**src/rtl/multicycle_control_fsm.sv**
```systemverilog
// rtl/multicycle_control_fsm.sv - Moore main control FSM for the multicycle MIPS datapath
module multicycle_control_fsm #(
  parameter int STATE_W = 4
) (
  input  logic               clk,
  input  logic               rst_n,
  input  logic [5:0]         opcode,
  input  logic               mem_ready,
  output logic               pc_write,
  output logic               branch,
  output logic               iord,
  output logic               mem_write,
  output logic               ir_write,
  output logic               reg_dst,
  output logic               mem_to_reg,
  output logic               reg_write,
  output logic               alu_src_a,
  output logic [1:0]         alu_src_b,
  output logic [1:0]         alu_op,
  output logic [1:0]         pc_src,
  output logic               illegal_op,
  output logic [STATE_W-1:0] state_dbg
);

  typedef enum logic [3:0] {
    S_FETCH    = 4'd0,
    S_DECODE   = 4'd1,
    S_MEMADR   = 4'd2,
    S_MEMRD    = 4'd3,
    S_MEMWB    = 4'd4,
    S_MEMWR    = 4'd5,
    S_EXECUTE  = 4'd6,
    S_ALUWB    = 4'd7,
    S_BRANCH   = 4'd8,
    S_ADDIEXEC = 4'd9,
    S_ADDIWB   = 4'd10,
    S_JUMP     = 4'd11
  } state_t;

  localparam logic [5:0] OP_RTYPE = 6'b000000;
  localparam logic [5:0] OP_J     = 6'b000010;
  localparam logic [5:0] OP_BEQ   = 6'b000100;
  localparam logic [5:0] OP_ADDI  = 6'b001000;
  localparam logic [5:0] OP_LW    = 6'b100011;
  localparam logic [5:0] OP_SW    = 6'b101011;

  state_t r_state;
  logic   w_op_legal;

  always_comb begin
    w_op_legal = 1'b0;
    case (opcode)
      OP_RTYPE, OP_J, OP_BEQ, OP_ADDI, OP_LW, OP_SW: w_op_legal = 1'b1;
      default:                                       w_op_legal = 1'b0;
    endcase
  end

  always_ff @(posedge clk) begin
    if (!rst_n) begin
      r_state <= S_FETCH;
    end else begin
      case (r_state)
        S_FETCH:    if (mem_ready) r_state <= S_DECODE;
        S_DECODE: begin
          case (opcode)
            OP_LW, OP_SW: r_state <= S_MEMADR;
            OP_RTYPE:     r_state <= S_EXECUTE;
            OP_BEQ:       r_state <= S_BRANCH;
            OP_ADDI:      r_state <= S_ADDIEXEC;
            OP_J:         r_state <= S_JUMP;
            default:      r_state <= S_FETCH;
          endcase
        end
        S_MEMADR:   r_state <= (opcode == OP_LW) ? S_MEMRD : S_MEMWR;
        S_MEMRD:    if (mem_ready) r_state <= S_MEMWB;
        S_MEMWB:    r_state <= S_FETCH;
        S_MEMWR:    if (mem_ready) r_state <= S_FETCH;
        S_EXECUTE:  r_state <= S_ALUWB;
        S_ALUWB:    r_state <= S_FETCH;
        S_BRANCH:   r_state <= S_FETCH;
        S_ADDIEXEC: r_state <= S_ADDIWB;
        S_ADDIWB:   r_state <= S_FETCH;
        S_JUMP:     r_state <= S_FETCH;
        default:    r_state <= S_FETCH;
      endcase
    end
  end

  assign state_dbg = rst_n ? STATE_W'(r_state) : '0;

  // While reset is held, present FETCH datapath selects with every write enable low.
  always_comb begin
    pc_write   = 1'b0;
    branch     = 1'b0;
    iord       = 1'b0;
    mem_write  = 1'b0;
    ir_write   = 1'b0;
    reg_dst    = 1'b0;
    mem_to_reg = 1'b0;
    reg_write  = 1'b0;
    alu_src_a  = 1'b0;
    alu_src_b  = 2'b00;
    alu_op     = 2'b00;
    pc_src     = 2'b00;
    illegal_op = 1'b0;
    if (!rst_n) begin
      alu_src_b = 2'b01;
    end else begin
      case (r_state)
        S_FETCH: begin
          alu_src_b = 2'b01;
          ir_write  = mem_ready;
          pc_write  = mem_ready;
        end
        S_DECODE: begin
          alu_src_b  = 2'b11;
          illegal_op = ~w_op_legal;
        end
        S_MEMADR: begin
          alu_src_a = 1'b1;
          alu_src_b = 2'b10;
        end
        S_MEMRD:  iord = 1'b1;
        S_MEMWB: begin
          mem_to_reg = 1'b1;
          reg_write  = 1'b1;
        end
        S_MEMWR: begin
          iord      = 1'b1;
          mem_write = 1'b1;
        end
        S_EXECUTE: begin
          alu_src_a = 1'b1;
          alu_op    = 2'b10;
        end
        S_ALUWB: begin
          reg_dst   = 1'b1;
          reg_write = 1'b1;
        end
        S_BRANCH: begin
          alu_src_a = 1'b1;
          alu_op    = 2'b01;
          pc_src    = 2'b01;
          branch    = 1'b1;
        end
        S_ADDIEXEC: begin
          alu_src_a = 1'b1;
          alu_src_b = 2'b10;
        end
        S_ADDIWB: reg_write = 1'b1;
        S_JUMP: begin
          pc_src   = 2'b10;
          pc_write = 1'b1;
        end
        default: ;
      endcase
    end
  end

endmodule

```
**config.mk**
```make
export PLATFORM = sky130hd
export DESIGN_NAME = multicycle_control_fsm
export DESIGN_NICKNAME = d
export VERILOG_FILES = /design/src/rtl/multicycle_control_fsm.sv
export SDC_FILE = /design/constraint.sdc
export NUM_CORES = 1
export LEC_CHECK = 0
export ABC_AREA = 1
export BUFFER_PORTS_ARGS = -buffer_cell sky130_fd_sc_hd__buf_4
export CORE_AREA = 2 2 39 41
export CTS_BUF_LIST = sky130_fd_sc_hd__clkbuf_8
export CTS_CLUSTER_SIZE = 40
export DETAILED_ROUTE_END_ITERATION = 8
export DIE_AREA = 0 0 41 43
export GPL_TIMING_DRIVEN = 0
export PLACE_DENSITY = 0.76
export SLEW_MARGIN = 20
export SYNTH_ARGS = -nofsm -noshare
export SYNTH_HDL_FRONTEND = slang
export SYNTH_SLANG_ARGS = --single-unit
```
**constraint.sdc**
```tcl
create_clock -name clk -period 3.2 [get_ports clk]
set_input_delay 0.32 -clock clk [delete_from_list [all_inputs] [get_ports clk]]
set_output_delay 0.32 -clock clk [all_outputs]
set_load 0.05 [all_outputs]
```
# ---- Word level (Yosys, flattened, before mapping)
# Cells that the tools add are included.
dict set report word_totals {
  reg_bits 4
  latch_bits 0
  ram_bits 0
  mem_bits_ro 0
  inputBits 9
  output_inout_bits 20
  wordCells 64
  n_memories 0
}
dict set report op_classes {
  addsub 0
  mul 0
  div 0
  magnitude_cmp 0
  n_eq_ne 19
  n_shift 0
  n_mux 34
  bitwise 1
  n_reduce_logical 9
}
# operator n
set op_table {}
lappend op_table {{$pmux 4 s7} 1}
lappend op_table {{$mux 1} 20}
lappend op_table {{$pmux 4 s5} 1}
lappend op_table {{$eq 4x3->1 const B} 4}
lappend op_table {{$eq 4x4->1 const B} 4}
lappend op_table {{$mux 4} 4}
lappend op_table {{$eq 6x6->1 const B} 2}
lappend op_table {{$eq 4x2->1 const B} 2}
lappend op_table {{$pmux 2 s2} 2}
lappend op_table {{$eq 6x2->1 const B} 1}
lappend op_table {{$eq 6x3->1 const B} 1}
lappend op_table {{$eq 6x4->1 const B} 1}
lappend op_table {{$logic_not 6->1} 1}
lappend op_table {{$mux 2} 3}
lappend op_table {{$ne 2x2->1 const B} 3}
lappend op_table {{$pmux 2 s3} 1}
lappend op_table {{$reduce_or 2->1} 3}
lappend op_table {{$reduce_or 6->1} 1}
lappend op_table {{$eq 4x1->1 const B} 1}
lappend op_table {{$logic_not 4->1} 1}
lappend op_table {{$reduce_or 4->1} 1}
lappend op_table {{$mux 3} 1}
lappend op_table {{$reduce_and 3->1} 1}
lappend op_table {{$reduce_or 3->1} 1}
lappend op_table {{other kinds (2)} 2}

# ---- Longest topological paths before layout
# Gate-level depths: netlist (run 1).
dict set report logic_depth {
  depth_word 6
  mapped_depth 9
}

# ---- Worst setup path before layout (run 1)
# No wires, ideal clock.
dict set report synth_timing {
  path_type {input-to-output}
  startpoint {in rst_n}
  endpoint {out alu_op[0]}
  arrival_ns 2.123
  path_slack_ns 0.757
  path_stages 4
  cell_sequence {buf_2 -> nand2_1 -> nor3_1 -> buf_4}
}
dict set report synth_between {
  elab_chain_cells 1
}
# element line_no
set synth_lines {}
lappend synth_lines {{from (decl)} 6} ;# input logic rst_n,
lappend synth_lines {{$mux 2} 106} ;# if (!rst_n) begin
lappend synth_lines {{to (decl)} 19} ;# output logic [1:0] alu_op,
# Every way passes these cells.

# ---- Worst setup path after layout (run 1)
dict set report layout_timing {
  startpoint {reg r_state[0]}
  endpoint {out alu_op[0]}
}
dict set report layout_between {
  elab_chain_cells 3
}
# element line_no
set layout_lines {}
lappend layout_lines {{from (decl)} 47} ;# state_t r_state;
lappend layout_lines {{from (signal assigned)} 74} ;# S_MEMADR: r_state <= (opcode == OP_LW) ? S_MEMRD : S_MEMWR;
lappend layout_lines {{$eq 4x4->1 / $eq 4x3->1 (equally long branches)} 109} ;# case (r_state)
lappend layout_lines {{$pmux 2 s2 (*)} 109}
lappend layout_lines {{$mux 2 (*)} 106}
# Mark *: on every way between the ends. The rest lies on a longest branch, timed or not.

==> results.md, run 1 <==
* Reg with most FFs: r_state
* Pre-CTS WS at between 1.5 and 2 ns
* Clock Sinks at 4
* Die Y at between 40 and 50 um
* Top Registers: r_state: 4 flops
* Cells along the critical path: nor2_1 -> inv_1 -> nor3_1 -> buf_4 -> buf_4
* Largest net degree at the start of global routing at 11
* Die outline width at about 40 um
* IO Count at 29
* Mapped Cells at approximately 120
* TritonCTS Buffers at 3
* CP Max Fanout at 6
* Syn avg cell area at between 4 and 5 sq um
* Slowest stage delay, CP at around 0.37 ns
* Clock skew at 0.00520 ns
* Cell Pwr Density at 309 mW/mm^2
* Type of the worst setup path: reg2out
* Post-synth top area share at 22.1%
* Drt initial violations at 13
* Flip-flop count of the largest register after layout at 4
* Final cycle utilization of the critical path at about 59%
* Asr flop ratio synth at 0%
* RSZ-0062 raised after global routing: no
* Clock tree from TritonCTS: yes
* GPL Wtd Cong at a little over 0.8
* Relative slew slack at between 70% and 80%
* Final worst setup slack at about 1.3 ns
* # DRC at 0
* Slowest-stage cell, CP: dfxtp_1
* P&R area growth vs syn at 45.8%
* Clock-pin slew on the worst setup and hold paths at about 0.03 ns
* Sequential fraction of the synthesis area at 13.9%
* Antenna violations before repair at 0
* Data arrival time of the critical path at between 1.5 and 2 ns
* Status: complete, no violations
* Slew Limit Fails at 0
* H-tree levels at 1
* Max Cap Viol at 0
* Crit path time final at about 1.9 ns
* Post-synthesis instance area at a little under 600 sq um
* Routed Wire Length at approximately 1500 um
* CP Launch Type: register
* Clock buffer depth at 2
* Hold WS at ~0.45 ns
* CP required at between 2 and 3 ns
* CORE AREA at ~0.0014 sq mm
* Vias at 771
* CP Capture Type: output port
* Max IR drop VDD at 226 uV
* Synth top cells by count: 34 x nand2_1, 27 x nor2_1, 15 x inv_1
* Syn_nets at 127
* Final hold vios at 0
* Vias in the first global route at 618
* Fin nets at ~160
* EDFF count, synth at 0
* Leak pwr at 0.000515 uW
* Largest area contributor in the netlist: nand2_1
* Fin area at between 800 and 900 sq um
* Hold buffer count at CTS at 0
* Wire length per cell at 9.41 um
* Inserted Diodes at 0
* Starting Density at roughly two fifths
* GRT overflow at 0
* # setup viols final at 0
* Yosys reg bits at 4
* Postcts setup bufs at 0
* Dpl cell area at between 700 and 800 sq um
* Fin cells at 164
* Row count at 14
* Dpl cells at about 160
* DR pass1 iterations at 4
* Area contributors post-synth: nand2_1 22%, nor2_1 18%, dfxtp_1 14%, nand3_1 11%, inv_1 9.8%
* Synth warn at 0
* Cell mode on critical path: buf_4
* HP Class: in2reg
* Clock latency at the later pin of the worst-skew pair at 0.22 ns
* Detailed Place HPWL at 1240 um
* Antenna viol nets, final at 0
* Die area at ~0.0018 sq mm
* Port Buffers at 27
* First-pass GRT wire length at 2460 um
* Slew @ Worst Pin at between 0.4 and 0.5 ns
* Clk root buf: clkbuf_8
* Final setup TNS at 0 ns
* Layout cells sized above 1 at between 30 and 40%
* Ys flop type: dfxtp_1
* Fmax at 530 MHz
* Cts repair resizes at 0
* Synth unique cells at 18
* Count leader, synth: nand2_1
* Drt via density at approximately 4.7
* Gr usage total at between 10% and 20%
-- cells by family after synthesis --
group | synth area share, %
AND/OR/NAND/NOR | 63.1
buffers and inverters | 16.5
AO/OA/AOI/OAI | 6.51
flip-flops | 13.9
-- power by group --
| part | total, uW | internal, uW | leakage (uW) | switching, uW |
|---|---|---|---|---|
| Clock | 108 | 80.4 | 0.0000216 | 28.1 |
| Sequential | 58.2 | 52.9 | 0.0000325 | 5.21 |
| Combinational | 93.1 | 30.5 | 0.000461 | 62.7 |
| Total | 260 | 164 | 0.000515 | 95.9 |
-- per-stage QoR --
| step | total power, uW | util, % |
|---|---|---|
| finish | 260 | 60.8 |
| global placement | 151 | 57.8 |
| detailed placement | 151 | 57.8 |
| CTS | 264 | 60.8 |
| global route | 275 | 60.8 |
| floorplan | 124 | - |
-- path summary, 6_finish.rpt --
kind,start,to,slack [ns],cells after the start
setup / recovery,r_state[0],alu_op[0],1.31,5
hold reg to reg,r_state[1],r_state[1],0.60,4
hold / removal,rst_n,r_state[1],0.45,3
setup reg to reg,r_state[0],r_state[2],1.93,7
-- metal layers --
metal,global-route usage [%],vias to the layer above,routed length (um),part of all wire (%)
met5,0,-,0,0
met4,11.3,0,21,1.4
met3,2.09,2,57,3.7
met2,27.5,16,731,47
met1,28.5,333,733,47
li1,-,420,-,-
-- worst max-delay path, delay by kind of cell (launching register included) --
kind,cells,cell delay [ns]
buffers and inverters,3,0.42
flip-flops,1,0.37
AND/OR/NAND/NOR,2,0.55
-- area by class of cell --
type	instances	area, sq um
Buffer	4	23.8
Clock buffer	3	41.3
Fill cell	171	543
Inverter	19	71.3
Multi-Input combinational cell	91	402
Sequential cell	4	80.1
Tap cell	16	20.0
Timing Repair Buffer	27	203
-- cells in the final DEF, fill, tap and decap left out --
cell type / instances
buf_4: 29
nand2_2: 2
dfxtp_1: 4
clkbuf_8: 3
nand4_1: 2
nand2_1: 34
o21ai_0: 1
a21oi_1: 3
buf_2: 1
inv_2: 4
o221a_2: 1
nand3_2: 1
nor3_1: 2
a31oi_1: 1
inv_1: 15
clkbuf_1: 1
nor2_1: 27
nand3_1: 13
nor2_2: 4
Power figures use the tool's default switching activity.
==> run 2, diff against run 1 <==
==> constraint.sdc (replaced) <==
create_clock -name clk -period 1.9 [get_ports clk]
set_input_delay 0.19 -clock clk [delete_from_list [all_inputs] [get_ports clk]]
set_output_delay 0.19 -clock clk [all_outputs]
set_load 0.05 [all_outputs]
==> results.md, run 2 (same netlist as run 1, synthesis figures left out) <==
* # setup viols final at 0 (unchanged)
* Drt via density at 4.62 (-1.7%)
* Commonest non-fill, non-tap cell in the layout: nand2_1
* Hold depth at 3 (unchanged)
* CP Max Fanout at 6 (unchanged)
* Slew Limit Fails at 0 (unchanged)
* HP Class: in2reg
* Max IR drop VDD at 577 uV (+160%)
* Clock Sinks at 4 (unchanged)
* Total power at 431 uW (+66%)
* GPL Wtd Cong at 0.812 (-0.85%)
* Clock tree from TritonCTS: yes
* Met3 WL post-DR at 46 um (-19%)
* # DRC at 0 (unchanged)
* Starting Density at 41.7% (unchanged)
* CP Capture Type: output port
* Clock skew at 0.00122 ns (-0.00398 ns)
* Cell Pwr Density at 509 mW/mm^2 (+65%)
* TritonCTS Buffers at 3 (unchanged)
* Vias at 758 (-1.7%)
* Max Cap Viol at 0 (unchanged)
* Worst R2R Path Depth at 7 (unchanged)
* Max layer used: met4
* IO Count at 29 (unchanged)
* H-tree levels at 1 (unchanged)
* Data arrival time of the critical path at 1.41 ns (-0.16 ns)
* Final cycle utilization of the critical path at a little over four fifths
* Wire length on met2 at 691 um (-5.5%)
* Leak pwr at 0.000516 uW (+0.19%)
* Layout cells sized above 1 at 31.1% (+0.68 points)
* Clock buffer depth at 2 (unchanged)
* Largest net degree at the start of global routing at 11 (unchanged)
* Antenna violations before repair at 0 (unchanged)
* Antenna viol nets, final at 0 (unchanged)
* Die outline width at 41 um (unchanged)
* Type of the worst setup path: reg2out
* Slew @ Worst Pin at 0.400 ns (-0.0246 ns)
* Hold buffer count at CTS at 0 (unchanged)
* Critical path startpoint: r_state[0]
* Wire length per cell at 8.99 um (-4.5%)
* Postcts setup bufs at 0 (unchanged)
* Final hold vios at 0 (unchanged)
* Fmax at approximately 630 MHz
* CP required at 1.71 ns (-1.17 ns)
* Inserted Diodes at 0 (unchanged)
* RSZ-0062 raised after global routing: no
* First-pass GRT wire length at 2260 um (-8.1%)
* Hold WS at 0.307 ns (-0.141 ns)
* Crit path time final at 1.60 ns
* Drt initial violations at 16 (+3)
* Sequential power share at 22.5% (about the same)
* DR pass1 iterations at 4 (unchanged)
* Logic pwr share at 36.6% (+0.7 points)
* Most frequent cells in the layout: 34 x nand2_1, 29 x buf_4, 27 x nor2_1, 15 x inv_1, 13 x nand3_1
* Cts repair resizes at 0 (unchanged)
* CP Launch Type: register
* Clock network power share at 40.9% (-0.8 points)
* Row count at 14 (unchanged)
* Met1 wire length at 729 um (-0.55%)
* Vias in the first global route at 579 (-6.3%)
* P&R area growth vs syn at 46.6%
* Reg with most FFs: r_state
* Detailed Place HPWL at 1220 um (-1.2%)
* Sw Share at 36.1% (-0.85 points)
* CORE AREA at 0.00138 sq mm (unchanged)
* GRT overflow at 0 (unchanged)
* Int Power at 275 uW (+68%)
* Top Registers: r_state: 4 flops
* R2R Path Start: r_state[0]
* Switching power at 156 uW (+62%)
* Flip-flop count of the largest register after layout at 4 (unchanged)
* Status: complete, no violations
* Clk root buf: clkbuf_8
* Fin nets at 159 (unchanged)
* Die Y at 43 um (unchanged)
* Port Buffers at 27 (unchanged)
* Hold path start: rst_n
* Routed Wire Length at 1480 um (-4.5%)
* Relative slew slack at 73.3% (+1.6 points)
* Final setup TNS at 0 ns (unchanged)
* Gr usage total at 18.2% (-1.7 points)
* Die area at 0.00176 sq mm (unchanged)
* Clock latency at the later pin of the worst-skew pair at 0.21 ns (about the same)
* Clock-pin slew on the worst setup and hold paths at 0.03 ns (about the same)
run 2: cell count changes in the layout (fill, tap and decap cells not counted):
| cell | before | now |
|---|---|---|
| nor3_1 | 2 | 1 |
| nor3_2 | 0 | 1 |
run 2: per-layer routing:
layer  vias up  global-route usage [%]
li1        425                       -
met3         2                    3.14
met4         0                    8.00
met5         -                       0
met1       317                    25.5
met2        14                    26.3
run 2: power by group through the flow:
stage	Combinational [uW]	Clock, uW	Sequential (uW)
2_1_floorplan	113	0	96.5
3_3_place_gp	156	0	97.8
3_5_place_dp	158	0	97.8
4_1_cts	158	183	96.6
5_1_grt	173	186	97.3
6_report	158	176	96.8
run 2: per-stage QoR:
stage	util, %	setup WS (ns)	std cells	area (sq um)
2_1_floorplan	-	0.104	118	582
3_3_place_gp	58.1	0.516	161	805
3_5_place_dp	58.1	0.528	161	805
4_1_cts	61.1	0.297	164	846
5_1_grt	61.1	0.202	164	846
6_report	61.1	0.304	164	846
run 2: path summary, 6_finish.rpt:
check / endpoint / slack [ns]
setup / recovery: alu_op[0] / 0.30
hold / removal: r_state[1] / 0.31
hold reg to reg: r_state[1] / 0.60
setup reg to reg: r_state[2] / 0.66
run 2: cell type report:
type                       instances  area (sq um)
buffer                             4          23.8
fill                             140           538
inverter                          19          71.3
multi-input combinational         91           407
tap                               16          20.0
timing repair buffer              27           203
clock buffer                       3          41.3
sequential                         4          80.1
run 2: critical path, stage by stage (launching register included):
cell	delay [ns]
dfxtp_1	0.36
nor2_1	0.25
inv_1	0.08
nor3_2	0.18
buf_4	0.14
buf_4	0.18
==> run 3, diff against run 2 <==
--- a/config.mk
+++ b/config.mk
@@ -7,13 +7,12 @@
 export LEC_CHECK = 0
 export ABC_AREA = 1
 export BUFFER_PORTS_ARGS = -buffer_cell sky130_fd_sc_hd__buf_4
-export CORE_AREA = 2 2 39 41
+export CORE_UTILIZATION = 42
 export CTS_BUF_LIST = sky130_fd_sc_hd__clkbuf_8
 export CTS_CLUSTER_SIZE = 40
 export DETAILED_ROUTE_END_ITERATION = 8
-export DIE_AREA = 0 0 41 43
 export GPL_TIMING_DRIVEN = 0
-export PLACE_DENSITY = 0.76
+export PLACE_DENSITY = 0.77
 export SLEW_MARGIN = 20
 export SYNTH_ARGS = -nofsm -noshare
 export SYNTH_HDL_FRONTEND = slang
==> constraint.sdc (replaced) <==
create_clock -name clk -period 1.3 [get_ports clk]
set_input_delay 0.13 -clock clk [delete_from_list [all_inputs] [get_ports clk]]
set_output_delay 0.13 -clock clk [all_outputs]
set_load 0.05 [all_outputs]
==> results.md, run 3 (same netlist as run 1, synthesis figures left out) <==
* Reg with most FFs: r_state
* Slowest-stage cell, CP: dfxtp_4
* Clock skew at 0.000157 ns (-0.00106 ns)
* Layout cells sized above 1 at 51.6% (+21 points)
* Dpl cell area at 875 sq um (+8.7%)
* CP Capture Type: output port
* Drt via density at 6.52 (+41%)
* Cell depth of the worst setup path at 5 (unchanged)
* Max Cap Viol at 0 (unchanged)
* Clock tree from TritonCTS: yes
* First-pass GRT wire length at 4190 um (+85%)
* Cell Pwr Density at 659 mW/mm^2 (+29%)
* CP Launch Type: register
* Hold depth at 3 (unchanged)
* Failing checks: negative setup slack
* CORE AREA at 0.00119 sq mm (-14%)
* DR pass1 iterations at 7 (+3)
* Die outline width at 39.1 um (-4.7%)
* Hold buffer count at CTS at 0 (unchanged)
* Final worst setup slack at -0.254 ns (-0.558 ns)
* Sequential power share at 20.0% (-2.5 points)
* Final cycle utilization of the critical path at 120%
* Fin area at 0.00113 sq mm (+34%)
* Fmax at roughly 640 MHz
* IO Count at 29 (unchanged)
* Clock latency at the later pin of the worst-skew pair at 0.22 ns (about the same)
* Logic pwr share at 45.5% (+8.9 points)
* H-tree levels at 1 (unchanged)
* Slowest stage delay, CP at 0.40 ns (+0.04 ns)
* Switching power at 306 uW (+96%)
* Hold WS at 0.255 ns (-0.0522 ns)
* Worst R2R Path Depth at 8 (+1)
* Die area at 0.00153 sq mm (-13%)
* Leak pwr at 0.000589 uW (+14%)
* Die Y at 39.1 um (-9.2%)
* GPL Wtd Cong at 0.882 (+8.6%)
* Row count at 12 (-2)
* Vias at 1102 (+45%)
* Slew Limit Fails at 0 (unchanged)
* FILL cells at 31 (-78%)
* Global routing usage on met3 at 13.3% (+10 points)
* Routing usage on met1 at 41.8% (+16 points)
* CP Max Fanout at 5 (-1)
* GRT overflow at 0 (unchanged)
* Clk root buf: clkbuf_8
* Type of the worst setup path: reg2out
* Flip-flop count of the largest register after layout at 4 (unchanged)
* Data arrival time of the critical path at 1.42 ns (about the same)
* Crit path max-delay family: flip-flops
* Slew @ Worst Pin at 0.482 ns (+0.0821 ns)
* Relative slew slack at 67.8% (-5.6 points)
* Top Registers: r_state: 4 flops
* Final hold vios at 0 (unchanged)
* Starting Density at 48.6% (+6.9 points)
* Drt initial violations at 184 (+168)
* Most frequent cells in the layout: 30 x nand2_1, 21 x buf_4, 16 x nor2_1, 13 x inv_1
* Clock-pin slew on the worst setup and hold paths at 0.03 ns (about the same)
* Fin nets at 166 (+4.4%)
* Clock network power share at 34.5% (-6.4 points)
* Gr usage total at 41.0% (+23 points)
* HP Class: in2reg
* Antenna viol nets, final at 0 (unchanged)
* Met2 GRT Util at 67.5% (+41 points)
* Status: complete, but fails checks
* Commonest non-fill, non-tap cell in the layout: nand2_1
* Crit path time final at ~1.6 ns
* Buffers and inverters on the worst path at 2 (-1)
* P&R area growth vs syn at 96.5%
* Max IR drop VDD at 721 uV (+25%)
* Clock buffer depth at 2 (unchanged)
* Port Buffers at 27 (unchanged)
* Cells along the critical path: inv_4 -> nor2_4 -> nand2_1 -> a31oi_4 -> buf_6
* Gr busiest metal: met2
* Wire length per cell at 19.8 um (+120%)
* Largest net degree at the start of global routing at 11 (unchanged)
* Antenna violations before repair at 0 (unchanged)
* Routed Wire Length at 3350 um (+130%)
* RSZ-0062 raised after global routing: yes
* Sw Share at 40.9% (+4.8 points)
* # DRC at 0 (unchanged)
* Vias in the first global route at 934 (+61%)
* Clock Sinks at 4 (unchanged)
* Inserted Diodes at 0 (unchanged)
* # setup viols final at 18 (+18)
* Detailed Place HPWL at 1390 um (+13%)
* CP required at 1.17 ns (-0.54 ns)
* Int Power at 442 uW (+61%)
* TritonCTS Buffers at 3 (unchanged)
-- run 3: final timing paths --
path | startpoint | end | slack (ns)
setup / recovery | r_state[1] | reg_write | -0.25
hold / removal | rst_n | r_state[1] | 0.25
setup reg to reg | r_state[1] | r_state[1] | -0.06
hold reg to reg | r_state[1] | r_state[1] | 0.65
-- run 3: through the flow --
stage / setup TNS [ns] / total power (uW) / util [%] / setup WS (ns) / cells
final: -2.33 / 748 / 95.6 / -0.254 / 169
after detailed placement: -0.995 / 398 / 73.7 / -0.136 / 159
after global routing: -2.42 / 769 / 95.6 / -0.234 / 169
after global placement: -0.692 / 393 / 73.7 / -0.114 / 159
after floorplan: -0.815 / 329 / - / -0.213 / 118
after CTS: -0.806 / 707 / 92.4 / -0.0987 / 167
-- run 3: layer usage --
layer	share of wire, %	vias up
met4	11	0
met1	30	455
li1	-	441
met2	43	142
met5	0	-
met3	17	64
-- run 3: what timing repair did --
item	in CTS	in global routing
setup buffers	5	3
setup endpoints to repair	16	17
endpoints found under the hold margin	0	0
pin swaps	7	10
resized for setup	43	6
-- run 3: power groups by stage --
stage | Clock [uW] | Sequential, uW | Combinational [uW]
after floorplan | 0 | 143 | 185
after global placement | 0 | 145 | 248
after detailed placement | 0 | 146 | 252
after CTS | 261 | 146 | 300
after global routing | 267 | 150 | 353
final | 258 | 149 | 340
-- run 3: cell type report --
class / instances / area (sq um) / share of cell area (%)
tap: 14 / 17.5 / 1.55
timing repair buffer: 34 / 319 / 28.1
multi-input combinational: 91 / 551 / 48.6
clock buffer: 3 / 41.3 / 3.64
sequential: 4 / 95.1 / 8.39
buffer: 4 / 28.8 / 2.54
inverter: 19 / 81.3 / 7.17
-- run 3: worst min-delay path: cells and delay by family --
kind	cells	cell delay, ns
simple gates	2	0.13
buf+inv	1	0.17
